## src/rtl/painterengine_gpu_reader_scheduler_pkg.sv

```systemverilog
// Shared constants for the GPU reader scheduler: channel count, slot width,
// reader error codes and scheduler state encodings.
package gpu_reader_pkg;

  localparam int REQ_COUNT = 4;
  localparam int SLOT_W    = 32;

  // Reader-native error codes occupy 000..101; the abort code sits just above them.
  localparam logic [2:0] RD_ERR_FIRST = 3'b000;
  localparam logic [2:0] RD_ERR_LAST  = 3'b101;
  localparam logic [2:0] ERR_ABORT    = 3'b110;

  localparam logic [1:0] ST_IDLE    = 2'd0;
  localparam logic [1:0] ST_ARM     = 2'd1;
  localparam logic [1:0] ST_RUN     = 2'd2;
  localparam logic [1:0] ST_RELEASE = 2'd3;

  typedef logic [SLOT_W-1:0] slot_t;

  function automatic logic [REQ_COUNT*SLOT_W-1:0] slot_place(input slot_t v, input logic [1:0] idx);
    logic [REQ_COUNT*SLOT_W-1:0] r;
    r = '0;
    r[{idx, 5'd0} +: SLOT_W] = v;
    return r;
  endfunction

endpackage

```

## src/rtl/painterengine_gpu_reader_scheduler_if.sv

```systemverilog
// Requester and reader-control signals of the GPU reader scheduler.
interface painterengine_gpu_reader_scheduler_if;
  import gpu_reader_pkg::*;

  logic [REQ_COUNT-1:0]        i_wire_req_valid;
  logic [REQ_COUNT*SLOT_W-1:0] i_wire_req_address;
  logic [REQ_COUNT*SLOT_W-1:0] i_wire_req_length;
  logic                        i_wire_abort;
  logic [REQ_COUNT-1:0]        o_wire_req_ready;
  logic [REQ_COUNT-1:0]        o_wire_req_done;
  logic [REQ_COUNT-1:0]        o_wire_req_error;
  logic [2:0]                  o_wire_req_error_type;
  logic                        o_wire_busy;
  logic                        o_wire_reader_resetn;
  logic [REQ_COUNT-1:0]        o_wire_reader_router;
  logic [REQ_COUNT*SLOT_W-1:0] o_wire_reader_address;
  logic [REQ_COUNT*SLOT_W-1:0] o_wire_reader_length;
  logic                        i_wire_reader_done;
  logic                        i_wire_reader_error;
  logic [2:0]                  i_wire_reader_error_type;

  modport master (
    output i_wire_req_valid, i_wire_req_address, i_wire_req_length, i_wire_abort,
    output i_wire_reader_done, i_wire_reader_error, i_wire_reader_error_type,
    input  o_wire_req_ready, o_wire_req_done, o_wire_req_error, o_wire_req_error_type,
    input  o_wire_busy, o_wire_reader_resetn, o_wire_reader_router,
    input  o_wire_reader_address, o_wire_reader_length
  );

  modport slave (
    input  i_wire_req_valid, i_wire_req_address, i_wire_req_length, i_wire_abort,
    input  i_wire_reader_done, i_wire_reader_error, i_wire_reader_error_type,
    output o_wire_req_ready, o_wire_req_done, o_wire_req_error, o_wire_req_error_type,
    output o_wire_busy, o_wire_reader_resetn, o_wire_reader_router,
    output o_wire_reader_address, o_wire_reader_length
  );

endinterface

```

## src/rtl/painterengine_gpu_reader_scheduler_arbiter.sv

```systemverilog
// Combinational round-robin arbiter: first requesting channel at or after ptr_i wins.
module painterengine_gpu_rr_arbiter
  import gpu_reader_pkg::*;
(
  input  logic [REQ_COUNT-1:0] req_i,
  input  logic [1:0]           ptr_i,
  output logic [REQ_COUNT-1:0] grant_o,
  output logic [1:0]           idx_o,
  output logic                 any_o
);

  logic [1:0] cand_s;

  // Scan from the farthest offset down so the nearest requester overwrites last.
  always_comb begin
    idx_o  = 2'd0;
    any_o  = 1'b0;
    cand_s = 2'd0;
    for (int k = REQ_COUNT - 1; k >= 0; k--) begin
      cand_s = ptr_i + 2'(k);
      if (req_i[cand_s]) begin
        idx_o = cand_s;
        any_o = 1'b1;
      end else begin
        idx_o = idx_o;
      end
    end
    if (any_o) begin
      grant_o = 4'b0001 << idx_o;
    end else begin
      grant_o = 4'b0000;
    end
  end

endmodule

```

## src/rtl/painterengine_gpu_reader_scheduler.sv

```systemverilog
// Time-shares the single GPU DMA reader between four requesters, re-arming the
// reader by pulsing its reset between jobs because its done/error are sticky.
module painterengine_gpu_reader_scheduler
  import gpu_reader_pkg::*;
#(
  parameter int unsigned RELEASE_CYCLES = 2
)(
  input logic                             i_wire_clock,
  input logic                             i_wire_resetn,
  painterengine_gpu_reader_scheduler_if.slave bus
);

  localparam logic [3:0] REL_INIT = 4'(RELEASE_CYCLES - 1);

  logic [1:0]                  state_q, state_d;
  logic [1:0]                  ptr_q, ptr_d;
  logic [3:0]                  cnt_q, cnt_d;
  logic [REQ_COUNT-1:0]        router_q, router_d;
  logic [REQ_COUNT*SLOT_W-1:0] addr_q, addr_d;
  logic [REQ_COUNT*SLOT_W-1:0] len_q, len_d;
  logic [REQ_COUNT-1:0]        ready_q, ready_d;
  logic [REQ_COUNT-1:0]        done_q, done_d;
  logic [REQ_COUNT-1:0]        error_q, error_d;
  logic [2:0]                  etype_q, etype_d;
  logic                        rrstn_q, rrstn_d;
  logic                        busy_q, busy_d;

  logic [REQ_COUNT-1:0] arb_grant_s;
  logic [1:0]           arb_idx_s;
  logic                 arb_any_s;

  painterengine_gpu_rr_arbiter u_arb (
    .req_i   (bus.i_wire_req_valid),
    .ptr_i   (ptr_q),
    .grant_o (arb_grant_s),
    .idx_o   (arb_idx_s),
    .any_o   (arb_any_s)
  );

  // Next-state logic; pulses default low and the router stays latched through RUN.
  always_comb begin
    state_d = state_q;
    ptr_d   = ptr_q;
    cnt_d   = cnt_q;
    router_d = router_q;
    addr_d  = addr_q;
    len_d   = len_q;
    ready_d = 4'b0000;
    done_d  = 4'b0000;
    error_d = 4'b0000;
    etype_d = 3'b000;
    rrstn_d = rrstn_q;
    case (state_q)
      ST_IDLE: begin
        if (arb_any_s) begin
          ready_d  = arb_grant_s;
          router_d = arb_grant_s;
          addr_d   = slot_place(bus.i_wire_req_address[{arb_idx_s, 5'd0} +: SLOT_W], arb_idx_s);
          len_d    = slot_place(bus.i_wire_req_length[{arb_idx_s, 5'd0} +: SLOT_W], arb_idx_s);
          ptr_d    = arb_idx_s + 2'd1;
          state_d  = ST_ARM;
        end else begin
          state_d = ST_IDLE;
        end
      end
      ST_ARM: begin
        rrstn_d = 1'b1;
        state_d = ST_RUN;
      end
      ST_RUN: begin
        if (bus.i_wire_abort || bus.i_wire_reader_error || bus.i_wire_reader_done) begin
          rrstn_d  = 1'b0;
          router_d = 4'b0000;
          addr_d   = '0;
          len_d    = '0;
          cnt_d    = REL_INIT;
          state_d  = ST_RELEASE;
          if (bus.i_wire_abort) begin
            error_d = router_q;
            etype_d = ERR_ABORT;
          end else if (bus.i_wire_reader_error) begin
            error_d = router_q;
            etype_d = bus.i_wire_reader_error_type;
          end else begin
            done_d = router_q;
          end
        end else begin
          state_d = ST_RUN;
        end
      end
      ST_RELEASE: begin
        if (cnt_q == 4'd0) begin
          state_d = ST_IDLE;
        end else begin
          cnt_d = cnt_q - 4'd1;
        end
      end
      default: begin
        state_d = ST_IDLE;
      end
    endcase
    busy_d = (state_d != ST_IDLE);
  end

  // State and registered outputs.
  always_ff @(posedge i_wire_clock or negedge i_wire_resetn) begin
    if (!i_wire_resetn) begin
      state_q  <= ST_IDLE;
      ptr_q    <= 2'd0;
      cnt_q    <= 4'd0;
      router_q <= 4'b0000;
      addr_q   <= '0;
      len_q    <= '0;
      ready_q  <= 4'b0000;
      done_q   <= 4'b0000;
      error_q  <= 4'b0000;
      etype_q  <= 3'b000;
      rrstn_q  <= 1'b0;
      busy_q   <= 1'b0;
    end else begin
      state_q  <= state_d;
      ptr_q    <= ptr_d;
      cnt_q    <= cnt_d;
      router_q <= router_d;
      addr_q   <= addr_d;
      len_q    <= len_d;
      ready_q  <= ready_d;
      done_q   <= done_d;
      error_q  <= error_d;
      etype_q  <= etype_d;
      rrstn_q  <= rrstn_d;
      busy_q   <= busy_d;
    end
  end

  assign bus.o_wire_req_ready      = ready_q;
  assign bus.o_wire_req_done       = done_q;
  assign bus.o_wire_req_error      = error_q;
  assign bus.o_wire_req_error_type = etype_q;
  assign bus.o_wire_busy           = busy_q;
  assign bus.o_wire_reader_resetn  = rrstn_q;
  assign bus.o_wire_reader_router  = router_q;
  assign bus.o_wire_reader_address = addr_q;
  assign bus.o_wire_reader_length  = len_q;

endmodule

```

## src/flat_wrapper.sv

```systemverilog
// flat-port wrapper written by rule: the top's interface ports become plain ports
module painterengine_gpu_reader_scheduler_flat import gpu_reader_pkg::*;
#(
  parameter int unsigned RELEASE_CYCLES = 2
)
  (i_wire_clock, i_wire_resetn, bus_i_wire_req_valid, bus_i_wire_req_address, bus_i_wire_req_length, bus_i_wire_abort, bus_i_wire_reader_done, bus_i_wire_reader_error, bus_i_wire_reader_error_type, bus_o_wire_req_ready, bus_o_wire_req_done, bus_o_wire_req_error, bus_o_wire_req_error_type, bus_o_wire_busy, bus_o_wire_reader_resetn, bus_o_wire_reader_router, bus_o_wire_reader_address, bus_o_wire_reader_length);
  painterengine_gpu_reader_scheduler_if bus_i ();
  input logic i_wire_clock;
  input logic i_wire_resetn;
  input wire logic [$bits(bus_i.i_wire_req_valid)-1:0] bus_i_wire_req_valid;
  input wire logic [$bits(bus_i.i_wire_req_address)-1:0] bus_i_wire_req_address;
  input wire logic [$bits(bus_i.i_wire_req_length)-1:0] bus_i_wire_req_length;
  input wire logic [$bits(bus_i.i_wire_abort)-1:0] bus_i_wire_abort;
  input wire logic [$bits(bus_i.i_wire_reader_done)-1:0] bus_i_wire_reader_done;
  input wire logic [$bits(bus_i.i_wire_reader_error)-1:0] bus_i_wire_reader_error;
  input wire logic [$bits(bus_i.i_wire_reader_error_type)-1:0] bus_i_wire_reader_error_type;
  output wire logic [$bits(bus_i.o_wire_req_ready)-1:0] bus_o_wire_req_ready;
  output wire logic [$bits(bus_i.o_wire_req_done)-1:0] bus_o_wire_req_done;
  output wire logic [$bits(bus_i.o_wire_req_error)-1:0] bus_o_wire_req_error;
  output wire logic [$bits(bus_i.o_wire_req_error_type)-1:0] bus_o_wire_req_error_type;
  output wire logic [$bits(bus_i.o_wire_busy)-1:0] bus_o_wire_busy;
  output wire logic [$bits(bus_i.o_wire_reader_resetn)-1:0] bus_o_wire_reader_resetn;
  output wire logic [$bits(bus_i.o_wire_reader_router)-1:0] bus_o_wire_reader_router;
  output wire logic [$bits(bus_i.o_wire_reader_address)-1:0] bus_o_wire_reader_address;
  output wire logic [$bits(bus_i.o_wire_reader_length)-1:0] bus_o_wire_reader_length;
  assign bus_i.i_wire_req_valid = bus_i_wire_req_valid;
  assign bus_i.i_wire_req_address = bus_i_wire_req_address;
  assign bus_i.i_wire_req_length = bus_i_wire_req_length;
  assign bus_i.i_wire_abort = bus_i_wire_abort;
  assign bus_i.i_wire_reader_done = bus_i_wire_reader_done;
  assign bus_i.i_wire_reader_error = bus_i_wire_reader_error;
  assign bus_i.i_wire_reader_error_type = bus_i_wire_reader_error_type;
  assign bus_o_wire_req_ready = bus_i.o_wire_req_ready;
  assign bus_o_wire_req_done = bus_i.o_wire_req_done;
  assign bus_o_wire_req_error = bus_i.o_wire_req_error;
  assign bus_o_wire_req_error_type = bus_i.o_wire_req_error_type;
  assign bus_o_wire_busy = bus_i.o_wire_busy;
  assign bus_o_wire_reader_resetn = bus_i.o_wire_reader_resetn;
  assign bus_o_wire_reader_router = bus_i.o_wire_reader_router;
  assign bus_o_wire_reader_address = bus_i.o_wire_reader_address;
  assign bus_o_wire_reader_length = bus_i.o_wire_reader_length;
  painterengine_gpu_reader_scheduler #(.RELEASE_CYCLES(RELEASE_CYCLES)) u_core (.i_wire_clock(i_wire_clock), .i_wire_resetn(i_wire_resetn), .bus(bus_i));
endmodule
```

## config.mk

```make
export PLATFORM = sky130hd
export DESIGN_NAME = painterengine_gpu_reader_scheduler_flat
export DESIGN_NICKNAME = d
export VERILOG_FILES = /design/src/rtl/painterengine_gpu_reader_scheduler_pkg.sv /design/src/rtl/painterengine_gpu_reader_scheduler_if.sv /design/src/rtl/painterengine_gpu_reader_scheduler_arbiter.sv /design/src/rtl/painterengine_gpu_reader_scheduler.sv /design/src/flat_wrapper.sv
export SDC_FILE = /design/constraint.sdc
export NUM_CORES = 1
export LEC_CHECK = 0
export ABC_AREA = 1
export CAP_MARGIN = 20
export CELL_PAD_IN_SITES_DETAIL_PLACEMENT = 0
export CELL_PAD_IN_SITES_GLOBAL_PLACEMENT = 1
export CORE_MARGIN = 2
export CORE_UTILIZATION = 28
export CTS_CLUSTER_DIAMETER = 100
export DETAILED_ROUTE_END_ITERATION = 6
export GPL_ROUTABILITY_DRIVEN = 0
export PLACE_DENSITY = 0.87
export RECOVER_POWER = 100
export SLEW_MARGIN = 5
export SYNTH_ARGS = -nofsm -noshare
export SYNTH_HDL_FRONTEND = slang
export SYNTH_SLANG_ARGS = --single-unit
```

## constraint.sdc

```tcl
create_clock -name i_wire_clock -period 3 [get_ports i_wire_clock]
set_input_delay 0.45 -clock i_wire_clock [delete_from_list [all_inputs] [get_ports i_wire_clock]]
set_output_delay 0.45 -clock i_wire_clock [all_outputs]
set_load 0.01 [all_outputs]
```

==> results.sh, run 1 <==
export IMPL_status="complete, but fails checks"
export IMPL_violations="capacitance limit, slew limit"
export IMPL_rsz0062_at_grt="no"
export IMPL_whs_ns=0.4236
export IMPL_synth_cells=2040
export IMPL_ys_ff_latch=285
export IMPL_synth_fp_nets=2317
export IMPL_cts_sinks=285
export IMPL_p_leak_uw=0.01263
export IMPL_core_mm2=0.05245
export IMPL_nFillCells=5206
export IMPL_fin_nets=2821
export IMPL_cts_reportedPaths_clkPinSlew_ns=0.06
export IMPL_finalCriticalPeriod_ns=2.783
export IMPL_r2r_end="u_core.bus.o_wire_reader_length[27]"
export IMPL_drtIter0Drc=1184
export IMPL_drc=0
export IMPL_root_buffer="clkbuf_16"
export IMPL_cts_setup_buffers=0
export IMPL_port_buffers=544
export IMPL_track_usage_pct=19.72
export IMPL_required_ns=3.50
export IMPL_cp_max_fo=29
export IMPL_totalPowerFinal_uw=22750
export IMPL_postSynthAreaPerCell_um2=7.253
export IMPL_mostFrequentLayoutCells="nand2_1 (798), inv_1 (287), dfrtp_1 (284)"
export IMPL_antenna_found_initial=4
export IMPL_cts_tree="built"
export IMPL_htree_levels=1
export IMPL_grt_pass1_vias=15220
export IMPL_setup_worst_path_end="u_core.bus.o_wire_reader_length[27]"
export IMPL_ys_seq_area_share_pct=48.20
export IMPL_chipHeight_um=233.9
export IMPL_worst_pin_slew_ns=2.344
export IMPL_setup_violations=0
export IMPL_finalWirelength_um=56440
export IMPL_maxCapViolations=1
export IMPL_grt_first_pass_wirelength_um=84570
export IMPL_cts_path_max_buffers=3
export IMPL_synth_top_cell_area_share_pct=48.20
export IMPL_grt_overflow_total=0
export IMPL_die_area_mm2=0.05470
export IMPL_final_area_mm2=0.02240
export IMPL_vias_per_cell=4.771
export IMPL_start_util_pct=28.21
export IMPL_path_class="register to register"
export IMPL_skew_ns=0.02172
export IMPL_clk_latency_ns=0.58
export IMPL_place_area_mm2=0.02135
export IMPL_die_w_um=233.9
export IMPL_ys_warn_count=0
export IMPL_cp_start_kind="register"
export IMPL_slew_viol_final=81
export IMPL_hold_class="input pin to register"
export IMPL_reg2reg_depth=15
export IMPL_avgRoutedWirePerCell_um=17.33
export IMPL_synth_top_area_cell="dfrtp_1"
export IMPL_first_pass_iters=5
export IMPL_area_growth_pct=51.40
export IMPL_io_pins=545
export IMPL_ant_nets=0
export IMPL_drive_above_1_share_pct=5.296
export IMPL_grt_start_max_net_pins=129
export IMPL_fmax_ghz=0.3594
export IMPL_slew_headroom_pct=-56.30
export IMPL_cp_startpoint="u_core.ptr_q[0]"
export IMPL_worstReg2RegStart="u_core.ptr_q[0]"
export IMPL_r2r_slack_ns=0.22
export IMPL_ir_worst_vdd_mv=1.304
export IMPL_power_density_mw_per_mm2=1016
export IMPL_layout_commonest_cell="nand2_1"
export IMPL_hold_violations=0
export IMPL_synthTopCellsByArea="dfrtp_1 (48%), nand2_1 (20%), nand3_1 (9.1%)"
export IMPL_cp_end_kind="register"
export IMPL_arrival_ns=3.28
export IMPL_post_route_period_util_pct=92.75
export IMPL_syn_area_mm2=0.01480
export IMPL_core_rowCount=84
export IMPL_cts_buffers=31
export IMPL_vias=15540
export IMPL_yosysUniqueCellTypes=28
export IMPL_hpwl_um=41210
## worst min-delay path by stage
stage	startpoint	endpoint	slack [ns]	cells past startpoint
after floorplan	i_wire_resetn	u_core.bus.o_wire_busy	0.15	0
after global placement	u_core.bus.o_wire_reader_length[14]	u_core.bus.o_wire_reader_length[14]	0.46	2
after detailed placement	u_core.bus.o_wire_reader_length[61]	u_core.bus.o_wire_reader_length[61]	0.46	2
after CTS	bus_i_wire_reader_error	u_core.bus.o_wire_req_error_type[0]	0.40	3
after global routing	bus_i_wire_reader_error	u_core.bus.o_wire_req_error_type[0]	0.44	3
final	bus_i_wire_reader_error_type[0]	u_core.bus.o_wire_req_error_type[0]	0.42	3
## cell usage after synthesis, drive strengths merged
library cell and n:
inv 289, dfrtp 285, nor4 1, clkbuf 53, a21oi 1, nor3 8
nor2 22, buf 93, xnor2 1, nand2 800, o22ai 5, nand3 271
o21bai 1, o21ai 70, ha 9, o21a 1, nand4 130
## critical path: stages (launching register included)
cell and delay (ns):
dfrtp_2 0.51, inv_1 0.16, nand2_1 0.10, nand3_1 0.10, nand2_1 0.06, nand3_1 0.13, nand2_1 0.11, nand2_4 0.12
nand2_8 0.08, inv_1 0.17, ha_1 0.17, inv_1 0.10, nor4_4 0.43, buf_12 0.26, nand2_1 0.08, nand2_1 0.07
## layout make-up
type | instances | area, um2 | share of cell area, %
timing repair buffer | 617 | 6274 | 28.00
tap | 688 | 860.8 | 3.843
sequential | 285 | 7133 | 31.84
antenna | 1 | 2.502 | 0.01117
multi-input combinational | 1320 | 5939 | 26.51
clock buffer | 43 | 900.9 | 4.021
clock inverter | 14 | 201.4 | 0.8992
inverter | 289 | 1091 | 4.870
## registers in the layout, summed over array words and instances (netlist names)
signal	count
u_core.bus.o_wire_req_done	4
u_core.bus.o_wire_req_error	4
u_core.bus.o_wire_reader_router	4
u_core.bus.o_wire_reader_address	128
u_core.ptr_q	2
u_core.bus.o_wire_reader_resetn	1
u_core.bus.o_wire_req_error_type	3
u_core.state_q	2
u_core.bus.o_wire_reader_length	128
u_core.cnt_q	4
u_core.bus.o_wire_req_ready	4
u_core.bus.o_wire_busy	1
## logic make-up after synthesis
| logic type | count (synthesis) | share of synthesized area (%) |
|---|---|---|
| AOI/OAI and AO/OA | 78 | 2.765 |
| and+or+nand+nor | 1232 | 36.12 |
| adders and majority gates | 9 | 0.7610 |
| xor gates and xnor gates | 1 | 0.1100 |
| buffers and inverters | 435 | 12.04 |
| DFF | 285 | 48.20 |
## power by group
group | total, uW | internal (uW) | switching, uW | leakage (uW)
combinational | 14000 | 4250 | 9730 | 0.00813
sequential | 4640 | 4330 | 317 | 0.00395
clock | 4130 | 2510 | 1610 | 0.000547
total | 22800 | 11100 | 11700 | 0.0126
## per-layer routing
metal	GRT usage (%)	vias up	wire length, um
met5	0	-	28
met4	7.753	4	2141
met3	5.010	116	5260
met2	34.01	674	26950
met1	23.50	7351	22060
li1	-	7394	-
## metrics by stage
step / utilization (%) / TNS (ns) / worst slack, ns / std cells
6_report: 42.72 / 0 / 0.2174 / 3257
5_1_grt: 42.72 / 0 / 0.02320 / 3257
4_1_cts: 42.83 / 0 / 0.06406 / 3256
3_5_place_dp: 40.71 / -5.819 / -0.09030 / 3198
3_3_place_gp: 40.71 / 0 / 0.01516 / 3198
2_1_floorplan: - / -0.5491 / -0.01831 / 2040
## what timing repair did
| action | in CTS | in global routing |
|---|---|---|
| endpoints found under the setup margin | 0 | 198 |
| resized for setup | 0 | 2 |
| endpoints found under the hold margin | 75 | 0 |
| hold buffers | 1 | 0 |
No activity file was read; power rests on OpenSTA's default activity.
==> inputs of run 2 (changes only) <==
--- a/config.mk
+++ b/config.mk
@@ -6,6 +6,7 @@
 export NUM_CORES = 1
 export LEC_CHECK = 0
 export ABC_AREA = 1
+export ABC_CLOCK_PERIOD_IN_PS = 3000
 export CAP_MARGIN = 20
 export CELL_PAD_IN_SITES_DETAIL_PLACEMENT = 0
 export CELL_PAD_IN_SITES_GLOBAL_PLACEMENT = 1
==> results of run 2 <==
Final layout, timing and power as in run 1 (identical DEF).
==> inputs of run 3 (changes only) <==
--- a/config.mk
+++ b/config.mk
@@ -12,11 +12,13 @@
 export CELL_PAD_IN_SITES_GLOBAL_PLACEMENT = 1
 export CORE_MARGIN = 2
 export CORE_UTILIZATION = 28
+export CTS_BUF_LIST = sky130_fd_sc_hd__clkbuf_8 sky130_fd_sc_hd__clkbuf_16
 export CTS_CLUSTER_DIAMETER = 100
 export DETAILED_ROUTE_END_ITERATION = 6
 export GPL_ROUTABILITY_DRIVEN = 0
 export PLACE_DENSITY = 0.87
 export RECOVER_POWER = 100
+export SETUP_SLACK_MARGIN = 0.05
 export SLEW_MARGIN = 5
 export SYNTH_ARGS = -nofsm -noshare
 export SYNTH_HDL_FRONTEND = slang
==> run 3 against run 2 <==
  * The flow still finishes with violations (capacitance limit, slew limit)
  * Final cell count fell by 0.31%
  * Die area unchanged
  * Wire length grew 1.4%
  * Cell area decreased by 0.41%
  * Register-to-register slack worse by 0.05 ns
  * Power decreased by 0.50%
  * Setup slack worse by 0.054 ns
  * Fmax decreased by 1.9%
  * Largest power group unchanged
==> results.sh, run 3 (synthesized netlist as in run 1, its figures left out) <==
export IMPL_status="complete, but fails checks"
export IMPL_violations="capacitance limit, slew limit"
export IMPL_grt_first_pass_wirelength_um=86780
export IMPL_start_util_pct=28.21
export IMPL_cts_sinks=285
export IMPL_hpwl_um=40590
export IMPL_grt_start_max_net_pins=135
export IMPL_root_buffer="clkbuf_16"
export IMPL_required_ns=3.44
export IMPL_drtIter0Drc=1146
export IMPL_cts_tree="built"
export IMPL_dpl_cell_count=3183
export IMPL_slew_viol_final=55
export IMPL_io_pins=545
export IMPL_hold_class="register to register"
export IMPL_layout_commonest_cell="nand2_1"
export IMPL_ant_nets=0
export IMPL_drive_above_1_share_pct=5.008
export IMPL_instances_no_fill=3247
export IMPL_cp_max_fo=29
export IMPL_clk_latency_ns=0.53
export IMPL_maxCapViolations=1
export IMPL_die_area_mm2=0.05470
export IMPL_cp_end_kind="register"
export IMPL_cts_path_max_buffers=3
export IMPL_drc=0
export IMPL_grt_pass1_vias=15230
export IMPL_slew_headroom_pct=-0.7883
export IMPL_path_class="register to register"
export IMPL_post_route_period_util_pct=94.57
export IMPL_antenna_found_initial=3
export IMPL_setup_violations=0
export IMPL_area_growth_pct=50.79
export IMPL_fmax_ghz=0.3525
export IMPL_worst_pin_slew_ns=1.512
export IMPL_finalWirelength_um=57200
export IMPL_hold_violations=0
export IMPL_grt_overflow_total=0
export IMPL_vias=15520
export IMPL_holdPathStages=2
export IMPL_fin_nets=2810
export IMPL_track_usage_pct=20.36
export IMPL_ir_worst_vdd_mv=1.204
export IMPL_cp_start_kind="register"
export IMPL_core_mm2=0.05245
export IMPL_reg2reg_depth=14
export IMPL_port_buffers=544
export IMPL_first_pass_iters=7
export IMPL_place_ws_ns=-0.02142
export IMPL_whs_ns=0.4712
export IMPL_power_density_mw_per_mm2=1015
export IMPL_skew_ns=0.01689
export IMPL_htree_levels=2
export IMPL_cts_reportedPaths_clkPinSlew_ns=0.06
export IMPL_finalCriticalPeriod_ns=2.837
export IMPL_arrival_ns=3.28
export IMPL_die_w_um=233.9
export IMPL_timing_setup_tns_ns=0
export IMPL_chipHeight_um=233.9
export IMPL_vias_per_cell=4.778
export IMPL_rsz0062_at_grt="no"
export IMPL_core_rowCount=84
export IMPL_p_leak_uw=0.01259
export IMPL_cts_buffers=34
export IMPL_mostFrequentLayoutCells="nand2_1 (798), inv_1 (289), dfrtp_1 (284)"
export IMPL_worst_slack_ns=0.1630
export IMPL_avgRoutedWirePerCell_um=17.62
==> run 3: cell count changes in the layout (fill, tap and decap cells not counted), moves of 3 or more <==
| cell | change |
|---|---|
| buf_12 | -7 |
| buf_4 | -4 |
| clkbuf_1 | -6 |
| clkbuf_16 | +4 |
| clkbuf_2 | -4 |
| clkbuf_8 | -3 |
| o21ai_0 | -4 |
| o21ai_1 | +4 |
==> run 3: layout make-up <==
| class | count | area (um2) |
|---|---|---|
| tap | 688 | 860.8 |
| clock inverter | 19 | 186.4 |
| inverter | 289 | 1091 |
| timing repair buffer | 603 | 6146 |
| multi-input combinational | 1320 | 5942 |
| clock buffer | 40 | 944.7 |
| antenna | 3 | 7.507 |
| fill | 5338 | 30130 |
| sequential | 285 | 7133 |
==> run 3: final timing paths <==
kind	from	slack (ns)	endpoint
max in group asynchronous	i_wire_resetn	0.52	u_core.bus.o_wire_reader_length[53]
setup reg to reg	u_core.ptr_q[0]	0.16	u_core.bus.o_wire_reader_address[89]
setup / recovery	u_core.ptr_q[0]	0.16	u_core.bus.o_wire_reader_address[89]
min in group asynchronous	i_wire_resetn	0.83	u_core.bus.o_wire_reader_length[39]
hold reg to reg	u_core.bus.o_wire_reader_address[1]	0.47	u_core.bus.o_wire_reader_address[1]
hold / removal	u_core.bus.o_wire_reader_address[1]	0.47	u_core.bus.o_wire_reader_address[1]
==> run 3: worst max-delay path, stage by stage, from the launching register on <==
cell and delay (ns):
dfrtp_2 0.50, buf_4 0.18, xnor2_2 0.14, nand2_1 0.14
nand3_2 0.14, nand2_1 0.12, nand2_4 0.08, nand2_8 0.09
inv_1 0.07, ha_1 0.25, inv_6 0.10, buf_4 0.30
buf_4 0.38, nand2_1 0.08, o21ai_0 0.16
==> run 3: metal layers <==
metal | global-route usage, % | up-vias | part of all wire [%] | routed length, um
li1 | - | 7392 | - | -
met1 | 24.17 | 7399 | 40 | 22880
met2 | 35.36 | 615 | 48 | 27700
met3 | 5.800 | 107 | 8.5 | 4845
met4 | 6.705 | 2 | 3.1 | 1760
met5 | 0 | - | 0.019 | 11
==> run 3: repair_timing <==
item	CTS	global route
setup buffers	0	1
gates resized for setup	0	4
endpoints found under the setup margin	0	180
endpoints found under the hold margin	50	0
hold buffers	1	0
==> run 3: report_power, final <==
part / internal, uW / switching, uW / total (uW)
combinational: 4040 / 9750 / 13800
sequential: 4330 / 307 / 4630
clock: 2520 / 1690 / 4210
total: 10900 / 11800 / 22600
==> run 3: metrics by stage <==
step / utilization, % / power (uW) / cell area [um2]
5_1_grt: 42.53 / 24310 / 22310
2_1_floorplan: - / 13040 / 14800
6_report: 42.54 / 22640 / 22310
4_1_cts: 42.72 / 23110 / 22400
3_3_place_gp: 40.54 / 18680 / 21260
3_5_place_dp: 40.54 / 18790 / 21260
